$ cat config.mk
export PLATFORM = sky130hd
export DESIGN_NAME = phy_tx_lane
export DESIGN_NICKNAME = d
export VERILOG_FILES = /design/src/rtl/phy_tx_lane.sv
export SDC_FILE = /design/constraint.sdc
export NUM_CORES = 1
export LEC_CHECK = 0
export CORE_MARGIN = 2
export CORE_UTILIZATION = 59
export CTS_BUF_LIST = sky130_fd_sc_hd__clkbuf_16
export CTS_CLUSTER_DIAMETER = 60
export DETAILED_ROUTE_END_ITERATION = 12
export PLACE_DENSITY = 0.92
export SETUP_SLACK_MARGIN = 0.3
export SYNTH_ARGS = -nofsm -noshare
export SYNTH_HDL_FRONTEND = slang
export SYNTH_SLANG_ARGS = --single-unit
$ cat constraint.sdc
create_clock -name clk_32f -period 4.7 [get_ports clk_32f]
set_clock_uncertainty 0.1 [all_clocks]
set_input_delay 0.94 -clock clk_32f [delete_from_list [all_inputs] [get_ports clk_32f]]
set_output_delay 0.94 -clock clk_32f [all_outputs]
set_load 0.005 [all_outputs]
$ cat src/rtl/phy_tx_lane.sv
// Lane serializer: 32-bit words out MSB first in 32-cycle slots; COM sync after reset, then IDL/DATA.
// Optional macro SKIP_INSERT_EN forces a COM slot after every SKIP_INTERVAL RUN slots.
module phy_tx_lane #(
  parameter int         COM_WORDS     = 4,
  parameter logic [7:0] COM_SYM       = 8'hBC,
  parameter logic [7:0] IDL_SYM       = 8'h7C,
  parameter int         SKIP_INTERVAL = 8
) (
  input  logic        clk_32f,
  input  logic        reset,
  input  logic [31:0] data_in,
  input  logic        valid_in,
  output logic        ready_out,
  output logic        serial_out,
  output logic        active,
  output logic        slot_start
);

  typedef enum logic {ST_SYNC, ST_RUN} state_t;

  state_t      state_q, state_d;
  logic        started_q, started_d;
  logic [2:0]  bit_cnt_q, bit_cnt_d;
  logic [1:0]  byte_cnt_q, byte_cnt_d;
  logic [7:0]  com_cnt_q, com_cnt_d;
  logic [31:0] shift_q, shift_d;
  logic [31:0] buf_q, buf_d;
  logic        buf_full_q, buf_full_d;
  logic        serial_q, serial_d;
  logic        active_q, active_d;
  logic        slot_start_q, slot_start_d;
  logic        boundary, accept, send_data, send_com;
  logic [31:0] slot_word;
`ifdef SKIP_INSERT_EN
  logic [7:0]  slot_cnt_q, slot_cnt_d;
  logic        skip_q, skip_d;
`endif

  // started_q low means the next edge opens slot 0 after reset release
  assign boundary   = !started_q || (byte_cnt_q == 2'd3 && bit_cnt_q == 3'd7);
  assign ready_out  = !buf_full_q && !reset;
  assign accept     = valid_in && ready_out;
  assign serial_out = serial_q;
  assign active     = active_q;
  assign slot_start = slot_start_q;

  always_ff @(posedge clk_32f) begin
    if (reset) begin
      state_q      <= ST_SYNC;
      started_q    <= 1'b0;
      bit_cnt_q    <= 3'd0;
      byte_cnt_q   <= 2'd0;
      com_cnt_q    <= 8'd0;
      shift_q      <= 32'd0;
      buf_q        <= 32'd0;
      buf_full_q   <= 1'b0;
      serial_q     <= 1'b0;
      active_q     <= 1'b0;
      slot_start_q <= 1'b0;
`ifdef SKIP_INSERT_EN
      slot_cnt_q   <= 8'd0;
      skip_q       <= 1'b0;
`endif
    end else begin
      state_q      <= state_d;
      started_q    <= started_d;
      bit_cnt_q    <= bit_cnt_d;
      byte_cnt_q   <= byte_cnt_d;
      com_cnt_q    <= com_cnt_d;
      shift_q      <= shift_d;
      buf_q        <= buf_d;
      buf_full_q   <= buf_full_d;
      serial_q     <= serial_d;
      active_q     <= active_d;
      slot_start_q <= slot_start_d;
`ifdef SKIP_INSERT_EN
      slot_cnt_q   <= slot_cnt_d;
      skip_q       <= skip_d;
`endif
    end
  end

  // Slot-type decision, taken only at slot boundaries
  always_comb begin
    state_d   = state_q;
    com_cnt_d = com_cnt_q;
    send_com  = 1'b0;
    send_data = 1'b0;
`ifdef SKIP_INSERT_EN
    slot_cnt_d = slot_cnt_q;
    skip_d     = skip_q;
`endif
    if (boundary) begin
      if (state_q == ST_SYNC) begin
        if (started_q && com_cnt_q == 8'(COM_WORDS - 1)) begin
          state_d   = ST_RUN;
          send_data = buf_full_q;
`ifdef SKIP_INSERT_EN
          slot_cnt_d = 8'd0;
          skip_d     = 1'b0;
`endif
        end else begin
          send_com = 1'b1;
          if (started_q) begin
            com_cnt_d = com_cnt_q + 8'd1;
          end
        end
      end else begin
`ifdef SKIP_INSERT_EN
        if (skip_q) begin
          slot_cnt_d = 8'd0;
          skip_d     = 1'b0;
        end else if (slot_cnt_q + 8'd1 == 8'(SKIP_INTERVAL)) begin
          skip_d   = 1'b1;
          send_com = 1'b1;
        end else begin
          slot_cnt_d = slot_cnt_q + 8'd1;
        end
        send_data = buf_full_q && !send_com;
`else
        send_data = buf_full_q;
`endif
      end
    end
  end

  // Datapath: holding buffer, shift register and serial output
  always_comb begin
    slot_word  = send_data ? buf_q : (send_com ? {4{COM_SYM}} : {4{IDL_SYM}});
    buf_d      = buf_q;
    buf_full_d = buf_full_q;
    if (send_data) begin
      buf_full_d = 1'b0;
    end
    if (accept) begin
      buf_d      = data_in;
      buf_full_d = 1'b1;
    end
    if (boundary) begin
      shift_d    = {slot_word[30:0], 1'b0};
      serial_d   = slot_word[31];
      bit_cnt_d  = 3'd0;
      byte_cnt_d = 2'd0;
    end else begin
      shift_d    = {shift_q[30:0], 1'b0};
      serial_d   = shift_q[31];
      bit_cnt_d  = bit_cnt_q + 3'd1;
      byte_cnt_d = (bit_cnt_q == 3'd7) ? byte_cnt_q + 2'd1 : byte_cnt_q;
    end
    slot_start_d = boundary;
    started_d    = 1'b1;
    active_d     = active_q || (state_d == ST_RUN);
  end

endmodule

# Word level (Yosys, flattened, before mapping)
# Cells that the tools add are included.
[totals]
regBits = 83
[op_classes]
n_addsub = 3
n_eq_ne = 3
n_mux = 16
n_bitwise = 2
n_reduce_logical = 12
[op_table]
columns = ["cell", "n"]
rows = [
  ["2-to-1 mux 32 bit", 3],
  ["2-to-1 mux 1 bit", 13],
  ["adder 8 x 1 -> 8 bit (second input constant)", 1],
  ["equality test 8 x 2 -> 1 bit (second input constant)", 1],
  ["logical AND 1 bit", 4],
  ["AND reduction 4 bit", 1],
  ["adder 3 x 1 -> 3 bit (second input constant)", 1],
  ["equality test 3 bit (second input constant)", 1],
  ["logical NOT 1 bit", 3],
  ["adder 2 x 1 -> 2 bit (second input constant)", 1],
  ["equality test 2 bit (second input constant)", 1],
  ["logical OR 1 bit", 2],
  ["inverter 1 bit", 2],
  ["nonzero test 2 bit", 1],
  ["OR reduction 2 bit", 1],
]

# Depth between registers and ports, before layout
# Gate-level depths: netlist (run 1).
[logic_depth]
ltp_word = 8
depth_mapped = 8
mapped_depth_nobuf = 5

# Worst setup path before layout (run 1)
# OpenSTA, ideal clock, no wires.
[synth_path]
path_type = "input to output"
from = "in reset"
to = "out ready_out"
arrival_time_ns = 1.678
t_required_ns = 3.660
path_slack_ns = 1.982
stages = 4
path_buffers = 3
path_cell_list = "buf_2 > buf_2 > clkbuf_1 > nor2_1"
[synth_between]
elab_chain_len = 2
[synth_rtl]
columns = ["element", "line_no", "text"]
rows = [
  ["start, declared", "10", "input logic reset,"],
  ["logical NOT 1 bit", "41", "assign ready_out = !buf_full_q && !reset;"],
  ["logical AND 1 bit", "41", ""],
  ["end, declared", "13", "output logic ready_out,"],
]
# Every way passes these cells.

# Final worst setup path (run 1)
# Ends and elaborated chain as after synthesis.

==> results of run 1 <==
==> kinds of logic (layout without fill, tap and decap cells) <==
kind of cell / Yosys count / after routing / share of synthesized area
AO/OA/AOI/OAI: 90 / 90 / 0.200
flip-flops: 82 / 82 / 0.504
buffers and inverters: 34 / 60 / 0.0465
XOR/XNOR: 1 / 1 / 0.00269
AND/OR/NAND/NOR: 148 / 148 / 0.219
multiplexers: 4 / 4 / 0.0131
adder cells (fa/ha/maj): 4 / 4 / 0.0154
==> report_power, final <==
group	switching, W	leakage (nW)	internal [W]
clock	0.000270	0.156	0.000459
sequential	0.0000158	0.675	0.000731
combinational	0.0000616	0.628	0.0000563
==> worst max-delay path by stage <==
stage,from,endpoint,slack (ps),cells after the start
floorplan,reset,ready_out,1980,4
global placement,valid_in,buf_q[12],1720,4
detailed placement,valid_in,buf_q[4],1680,4
CTS,reset,ready_out,1890,3
global route,reset,buf_q[16],1760,6
finish,reset,ready_out,1900,3
==> sequential cells by signal, indices dropped and copies added (netlist names) <==
| register | flops |
|---|---|
| slot_start | 1 |
| state_q | 1 |
| bit_cnt_q | 3 |
| com_cnt_q | 8 |
| buf_q | 32 |
| active | 1 |
| started_q | 1 |
| shift_q | 31 |
| serial_out | 1 |
| buf_full_q | 1 |
| byte_cnt_q | 2 |
==> layer usage <==
| metal | global-route usage | part of all wire | up-vias |
|---|---|---|---|
| li1 | - | - | 1313 |
| met1 | 0.280 | 0.45 | 1245 |
| met2 | 0.390 | 0.50 | 51 |
| met4 | 0.123 | 0.024 | 0 |
| met5 | 0 | 0 | - |
| met3 | 0.0379 | 0.029 | 11 |
==> critical path: cells and delay by family <==
kind                   cells  cell delay, ps
buffers and inverters      2             690
AND/OR/NAND/NOR            1             120
==> area by class of cell <==
cell class | count | area (um2) | area share
sequential | 82 | 1640 | 0.419
multi-input combinational | 247 | 1470 | 0.375
timing repair buffer | 41 | 398 | 0.101
clock buffer | 9 | 225 | 0.0574
tap | 72 | 90.1 | 0.0230
clock inverter | 7 | 83.8 | 0.0214
inverter | 3 | 11.3 | 0.00287
==> stage by stage <==
step | setup slack [ps] | instances | hold WS, ps | util | area, um2
floorplan | 1980 | 363 | 308 | - | 3260
global placement | 1720 | 445 | 320 | 0.668 | 3610
detailed placement | 1680 | 445 | 328 | 0.668 | 3610
CTS | 1890 | 461 | 348 | 0.725 | 3920
global route | 1760 | 461 | 357 | 0.725 | 3920
finish | 1900 | 461 | 344 | 0.725 | 3920
==> layout by cell type (no fill, tap or decap), types with 2 or more instances in the layout <==
master	netlist	final
a211oi_1	17	17
a21oi_1	13	13
a32o_1	4	4
and3_1	2	2
buf_4	3	3
bufinv_16	0	2
clkbuf_16	0	9
clkdlybuf4s50_1	0	37
clkinv_2	0	4
dfxtp_1	82	82
ha_1	4	4
inv_1	2	2
mux2_2	2	2
mux2i_1	2	2
nand2_1	76	76
nand3_1	9	9
nor2_1	21	21
nor2b_1	6	6
nor3_1	8	8
nor3b_1	16	16
o21ai_0	38	38
o311ai_0	2	2
o41ai_1	2	2
o41ai_2	7	7
or2_2	2	2
or3_1	2	2
==> synth_stat cells, types with 2 or more instances <==
master | n | area, um2
nand2_1 | 76 | 285
a21oi_1 | 13 | 65.1
nor3b_1 | 16 | 120
nand3_1 | 9 | 45.0
or3_1 | 2 | 12.5
ha_1 | 4 | 50.1
inv_1 | 2 | 7.51
buf_4 | 3 | 22.5
a211oi_1 | 17 | 128
buf_2 | 10 | 50.1
mux2i_1 | 2 | 20.0
mux2_2 | 2 | 22.5
nor2_1 | 21 | 78.8
a32o_1 | 4 | 40.0
o41ai_1 | 2 | 17.5
clkbuf_1 | 18 | 67.6
o311ai_0 | 2 | 17.5
nor2b_1 | 6 | 37.5
or2_2 | 2 | 12.5
nor3_1 | 8 | 40.0
o21ai_0 | 38 | 190
and3_1 | 2 | 12.5
dfxtp_1 | 82 | 1640
o41ai_2 | 7 | 114
==> results.toml, run 1 <==
[logic_synthesis]
ys_seq_elements = 82
synthArstFlopShare = 0
postSynthCellCount = 363
postSynthAreaPerCell_um2 = 8.98
yosysSeqAreaShare = 0.504
ys_warn_count = 0
synth_nets = 402
synth.distinct_cells = 39
synth_ff_type = "dfxtp_1"
synth_edf_count = 0
synth_area_um2 = 3260

[setup_path]
r2r-start = "bit_cnt_q[0]"
r2r_slack_ps = 2250
cp_slowest_cell = "clkdlybuf4s50_1"
worst-path-max-fanout = 16
cp.required_ps = 3660
arrival_ps = 1760
crit_type = "input pin to primary output"
cp-start-kind = "input pin"
max_stage_delay_ps = 500
rr_endpoint = "shift_q[14]"
end_kind = "primary output"
path_cells = "buf_2, nor2_1, clkdlybuf4s50_1"
r2r_cells = 5

[detailed_routing]
drt-initial-drc-count = 238
drcViolationCount = 0
post_drt_wl_per_cell_um = 14.3
routed_wl_mm = 6.58
vias = 2620
first_pass_iters = 4
viasPerCell = 5.68
ant_nets = 0

[cells_and_area]
final_nets = 423
fillers = 390
drive_above_1_share = 0.0977
area_growth_pct = 20.4
diodes = 0

[sta]
final_max_slew_viol_count = 0
finalHoldViolations = 0
finalCritPeriodShare = 0.595
rsz0062_at_grt = "no"
fmax_mhz = 358
fin_tns_setup_ps = 0
period_minus_slack_ps = 2800
max_slew_margin = 0.160
setup_viol = 0
worst_pin_slew_ps = 1260

[floorplan]
die-height_um = 78.3
dieArea_um2 = 6130
start_util = 0.603
rows = 27
design.core.area_um2 = 5410
ios = 39
die_width_um = 78.3

[power]
p_leak_nw = 1.46
totalPowerFinal_w = 0.00159
power_density_nw_per_um2 = 406
ir_worst_vdd_mv = 0.301

[cts]
clkTransAtPathRegs_ps = 60
clock_sinks = 82
clock_path_buffers = 2
clock-root-buffer = "clkbuf_16"
cts_resized = 0
post_cts_buffers = 0
cts_tree = "done"
numCtsBuffers = 9
cts_hold_buffers = 0
h-tree-depth = 3
clock_latency_ps = 330

[global_route]
antenna_found_initial = 0
grt_usage = 0.230
grt_pass1_wl_mm = 11.0
grt_overflow = 0
grt_pass1_vias = 2426
grt_max_degree = 56

[min_path]
holdPathEnd = "active"
min_path_type = "register to register"
hold_depth = 2
hp-start = "active"

[run_status]
status = "finished, final reports clean"

[run]
maxCapViolCount = 0

[placed_design]
place.gp.congestion = 0.769
portBuffers = 38
dp_hpwl_mm = 3.85
(Power assumes the default switching activity.)
==> run 2: changes to the inputs <==
Settings changed: CORE_UTILIZATION 59 to 49, PLACE_DENSITY 0.92 to 0.82.
Clock period 4.7 ns to 2.57 ns, I/O delays scaled along.
==> results.toml, run 2 (synthesis results as in run 1) <==
[sta]
period_minus_slack_ps = 1960
fmax_mhz = 509
worst_pin_slew_ps = 703
finalCritPeriodShare = 0.764
rsz0062_at_grt = "no"
finalHoldViolations = 0
setup_viol = 0
fin_tns_setup_ps = 0
final_max_slew_viol_count = 0
max_slew_margin = 0.531

[cts]
numCtsBuffers = 9
clock-root-buffer = "clkbuf_16"
clock_sinks = 82
clock_path_buffers = 2
cts_tree = "done"
cts_resized = 0
h-tree-depth = 3
clkTransAtPathRegs_ps = 60
clock_latency_ps = 330
post_cts_buffers = 0
cts_hold_buffers = 0

[min_path]
holdPathEnd = "bit_cnt_q[0]"
min_path_type = "register to register"
hold_depth = 1
hp-start = "bit_cnt_q[0]"

[cells_and_area]
mostFrequentLayoutCells = "dfxtp_1 (82), nand2_1 (76), o21ai_0 (38)"
largestRegisters = "buf_q: 32 flops, shift_q: 31 flops, com_cnt_q: 8 flops"
final_cell_area_um2 = 3990
utilization = 0.625
fillers = 529
largest_reg_flops = 32
diodes = 0
area_growth_pct = 22.5
mostFrequentLayoutCell = "dfxtp_1"
drive_above_1_share = 0.109
top_register = "buf_q"
final_nets = 428

[floorplan]
start_util = 0.510
dieArea_um2 = 7320
ios = 39
design.core.area_um2 = 6390
rows = 29
die-height_um = 85.5
die_width_um = 85.5

[setup_path]
worst-path-buf-inv = 1
cp-start-kind = "register"
arrival_ps = 2090
path_cells = "ha_1, ha_1, a21boi_4, buf_12, nor3b_1, a211oi_1"
cp_slowest_cell = "a21boi_4"
cp.required_ps = 2700
worst-path-max-fanout = 36
r2r_slack_ps = 610
critical_path.top_delay_family = "compound AO/OA/AOI/OAI gates"
r2r_cells = 6
end_kind = "register"
rr_endpoint = "shift_q[21]"
crit_type = "register to register"
r2r-start = "bit_cnt_q[0]"
crit_top_cell = "ha_1"
max_stage_delay_ps = 370

[global_route]
grt_usage = 0.188
antenna_found_initial = 0
grt_pass1_wl_mm = 11.0
grt_pass1_vias = 2458
grt_max_degree = 65
grt_overflow = 0

[placed_design]
place.gp.congestion = 0.770
dp_hpwl_mm = 3.96
place_area_um2 = 3670
portBuffers = 38

[detailed_routing]
viasPerCell = 5.49
drcViolationCount = 0
vias = 2588
post_drt_wl_per_cell_um = 13.7
drt-initial-drc-count = 178
ant_nets = 0
first_pass_iters = 4
routed_wl_mm = 6.45

[power]
p_int_w = 0.00229
totalPowerFinal_w = 0.00290
pwr-share-seq = 0.470
ir_worst_vdd_mv = 0.580
p_comb_frac = 0.077
power_density_nw_per_um2 = 727
p_sw_w = 0.000614
p_leak_nw = 1.49
clkPwrFrac = 0.453
swShare = 0.212

[run_status]
status = "finished, final reports clean"

[run]
maxCapViolCount = 0
[run 2: worst register-to-register path, cell delays in order, from the launching register on]
cell	delay, ps
dfxtp_1	320
ha_1	190
ha_1	280
a21boi_4	370
buf_12	260
nor3b_1	80
a211oi_1	270
[run 2: per-layer routing]
| metal | global-route usage | vias up | wire length (um) |
|---|---|---|---|
| li1 | - | 1318 | - |
| met1 | 0.233 | 1205 | 2890 |
| met2 | 0.311 | 54 | 3210 |
| met3 | 0.0510 | 11 | 251 |
| met4 | 0.0750 | 0 | 101 |
| met5 | 0 | - | 0 |
[run 2: worst max-delay path by stage]
stage | startpoint | endpoint | slack [ps] | cells after the start
floorplan | reset | ready_out | 700 | 4
global placement | bit_cnt_q[0] | com_cnt_q[2] | 530 | 5
detailed placement | bit_cnt_q[0] | com_cnt_q[0] | 450 | 5
CTS | bit_cnt_q[0] | com_cnt_q[0] | 430 | 5
global route | bit_cnt_q[0] | shift_q[21] | 470 | 6
finish | bit_cnt_q[0] | shift_q[21] | 610 | 6
[run 2: metrics by stage]
step	std cells	hold slack, ps	setup slack (ps)
after global routing	471	372	468
after detailed placement	453	336	452
after CTS	469	352	435
after floorplan	363	308	704
final	471	350	607
after global placement	453	315	527
[run 2: cell type report]
| cell class | instances | area, um2 | area share |
|---|---|---|---|
| clock buffers | 9 | 225 | 0.0564 |
| clock inverters | 7 | 83.8 | 0.0210 |
| inverters | 3 | 11.3 | 0.00282 |
| multi-input cells | 247 | 1470 | 0.369 |
| flip-flops and latches | 82 | 1640 | 0.411 |
| well taps | 77 | 96.3 | 0.0241 |
| repair buffers | 46 | 460 | 0.115 |
[run 2: power groups by stage]
stage	Clock (W)	Sequential (W)	Combinational, W
after floorplan	0	0.00138	0.000133
after global placement	0	0.00139	0.000216
after detailed placement	0	0.00139	0.000223
after CTS	0.00133	0.00136	0.000226
after global routing	0.00139	0.00137	0.000250
final	0.00131	0.00136	0.000223
==> edit 1: new RTL, settings of run 2 <==
Set the parameter `IDL_SYM` to 8'h40 (it was 8'h7C).
--- a/src/rtl/phy_tx_lane.sv
+++ b/src/rtl/phy_tx_lane.sv
@@ -4,5 +4,5 @@
   parameter int         COM_WORDS     = 4,
   parameter logic [7:0] COM_SYM       = 8'hBC,
-  parameter logic [7:0] IDL_SYM       = 8'h7C,
+  parameter logic [7:0] IDL_SYM       = 8'h40,
   parameter int         SKIP_INTERVAL = 8
 ) (
Formal check against the unedited RTL: same outputs for any inputs over 10 cycles, from zero or initial values and one cycle with reset high; that may be too few to reach the edited logic, so the function may still have changed.
==> edit 1 against run 2 <==
Routed wire length grew 2.0%. Power shrank 3.3%. Clock power shrank 7%. Cell area is 1.6% lower. Sequential cell count stayed put. Non-clock buffer count up 1. Synthesized area fell by 2.0%. Setup slack got worse by 0.27 ns. Register-to-register slack better by 0.02 ns. Sequential share of layout area is 0.66 points higher. Largest cell class unchanged.
==> edit 1: results (changes against run 2) <==
stage,metric,value,unit,change
logic_synthesis,synth_xor_area_share,0.2744,%,+0.0056 points
drt,post_drt_via_cell_ratio,5.488,,-0.12%
drt,wl_per_cell,13.91,um,+1.5%
logic_synthesis,synth_compound_area_share,24.07,%,+4.1 points
global_routing,grt_pass1_vias,2538,,+3.3%
global_routing,grtUsageTotal,19.51,%,+0.70 points
global_routing,grt_start_max_net_pins,46,,-29%
worst_setup_path,critPathLaunch,reset,,
cts,ctsResizeCount,1,,+1
logic_synthesis,synthAdderAreaFrac,1.568,%,+0.032 points
logic_synthesis,synthTopCellsByCount,"82 x dfxtp_1, 74 x nand2_1, 54 x o21ai_0",,
timing,fin_hold_ws,0.3496,ns,-0.0003290 ns
worst_setup_path,r2r_slack,0.63,ns,+0.02 ns
cells_and_area,clkCellAreaFrac,7.359,%,-0.39 points
cells_and_area,final-nonclk-buf-share,11.72,%,+0.18 points
place,dp.cells,455,,+0.44%
logic_synthesis,ys_seq_area_share,51.43,%,+1.0 points
drt,detail_route.iter0.violations,138,,-22%
cells_and_area,utilization,62.21,%,-0.27 points
drt,met1_length,2.978,mm,+3.0%
place,hpwlAfterDp,3.956,mm,-0.14%
timing,worst_slew_pin_slew,0.4753,ns,-0.2278 ns
drt,wl_met3,270,um,+7.6%
global_routing,grt_pass1_wl,11.28,mm,+2.2%
place,place_area,3617,sq um,-1.3%
outcome,outcome,finished clean,,
cells_and_area,post_layout_nonfiller_instances,473,,+0.42%
cells_and_area,fill_cells,538,,+1.7%
cells_and_area,num-nets-final,430,,+0.47%
## edit 1: cell types whose count changed in the layout (fill, tap and decap cells not counted), sizes merged, moves of 2 or more
cell,run 2,this run
o21ai,38,54
nand2,76,74
a211oi,17,1
clkinv,5,0
clkinvlp,0,3
nor2,21,5
a21oi,14,45
inv,3,7
nor3b,17,1
## edit 1: report_power, final
| part | total [uW] | internal, uW | switching, uW |
|---|---|---|---|
| Sequential | 1370 | 1340 | 28.0 |
| Clock | 1220 | 741 | 482 |
| Combinational | 217 | 104 | 113 |
| Total | 2810 | 2180 | 623 |
## edit 1: how the worst max path moves through the flow
stage                               to  slack, ns  depth (start not counted)
after floorplan              ready_out       0.81                          3
after global placement       ready_out       0.29                          3
after detailed placement  com_cnt_q[7]       0.28                          6
after CTS                    ready_out       0.32                          3
after global routing         ready_out       0.30                          3
final                        ready_out       0.34                          3
## edit 1: worst max-delay path, stage by stage
cell,delay (ns)
clkdlybuf4s50_1,0.46
nor2_2,0.13
clkdlybuf4s50_1,0.51
==> edit 2: new RTL, config.mk and constraints of run 2 <==
Made on the original files. One comparison of `com_cnt_q` changes from == to >=.
--- a/src/rtl/phy_tx_lane.sv
+++ b/src/rtl/phy_tx_lane.sv
@@ -93,5 +93,5 @@
     if (boundary) begin
       if (state_q == ST_SYNC) begin
-        if (started_q && com_cnt_q == 8'(COM_WORDS - 1)) begin
+        if (started_q && com_cnt_q >= 8'(COM_WORDS - 1)) begin
           state_d   = ST_RUN;
           send_data = buf_full_q;
Behaviour: no difference found for any inputs over 10 cycles, from zero or initial values and one cycle with reset high; that may be too few to reach the edited logic, so the function may still have changed.
==> edit 2 against run 2 <==
Via count is 11% lower. Maximum frequency is 10% lower. Power is 1.9% higher. Synthesized area is 9.2% lower. Setup slack worse by 0.22 ns. First-iteration DRC count is 20% lower. Routed wire length is 9.6% lower. Sequential cell count stayed put. Cell area is 6.7% lower. Synthesized cell count is 11% lower. Clock power is 6% higher. Largest cell class unchanged. Highest routed layer unchanged.
==> edit 2: results (changes against run 2) <==
stage,metric,value,unit,change
global_routing,grt_pass1_vias,2272,,-7.6%
drt,wl_met3,221,um,-12%
place,hpwlAfterDp,3.740,mm,-5.6%
global_routing,grt_use_met1,26.24,%,+2.9 points
global_routing,grtUsageTotal,20.46,%,+1.7 points
cells_and_area,n_all_inverters,19,,+16
cells_and_area,fill_cells,483,,-8.7%
cells_and_area,seq_share,44.12,%,+3.0 points
cells_and_area,comb.multi_input.count,198,,-20%
place,dp.cells,420,,-7.3%
drt,wl_per_cell,13.46,um,-1.7%
logic_synthesis,synth_top_cells_by_area,"dfxtp_1 55%, nand2_1 7.7%, o31ai_1 5.8%",,
timing,setup_ws,0.3896,ns,-0.2174 ns
drt,wl_met2,2.817,mm,-12%
worst_setup_path,cp_max_fo,3,,-92%
place,post-place-ws,0.3826,ns,-0.06922 ns
place,place_area,3402,sq um,-7.2%
worst_setup_path,cp.arrival,1.57,ns,-0.52 ns
logic_synthesis,ys_seq_area_share,55.50,%,+5.1 points
worst_setup_path,endpoint,ready_out,,
global_routing,grt_pass1_wl,10.34,mm,-6.3%
logic_synthesis,synth_nets,361,,-10%
cells_and_area,design_area,3721,sq um,-6.7%
worst_setup_path,slowest_delay,0.50,ns,+0.13 ns
worst_setup_path,regToRegEndpoint,shift_q[2],,
outcome,outcome,finished clean,,
cells_and_area,multi_input_area_share,31.04,%,-5.8 points
cells_and_area,post_layout_nonfiller_instances,433,,-8.1%
global_routing,met3_usage,4.066,%,-1.0 points
edit 2: cells by family after synthesis:
logic type | after synthesis | share of synthesized area (%)
AO/OA/AOI/OAI | 91 | 20.31
AND/OR/NAND/NOR | 99 | 15.52
XOR/XNOR | 1 | 0.2962
multiplexers | 3 | 1.058
adder cells (fa/ha/maj) | 4 | 1.692
buffers and inverters | 42 | 5.626
flip-flops | 82 | 55.50
edit 2: power breakdown:
group	switching [uW]	internal (uW)
combinational	103	98.1
clock	464	929
sequential	24.1	1340
edit 2: per-stage QoR:
| stage | util (%) | hold slack, ns |
|---|---|---|
| floorplan | - | 0.3084 |
| global placement | 57.80 | 0.3165 |
| detailed placement | 57.80 | 0.3296 |
| CTS | 63.22 | 0.3419 |
| global route | 63.22 | 0.3716 |
| finish | 63.22 | 0.3377 |
edit 2: worst max-delay path, delay by kind of cell:
| kind | cells | cell delay (ns) |
|---|---|---|
| AND/OR/NAND/NOR | 1 | 0.10 |
| buffers and inverters | 2 | 0.95 |
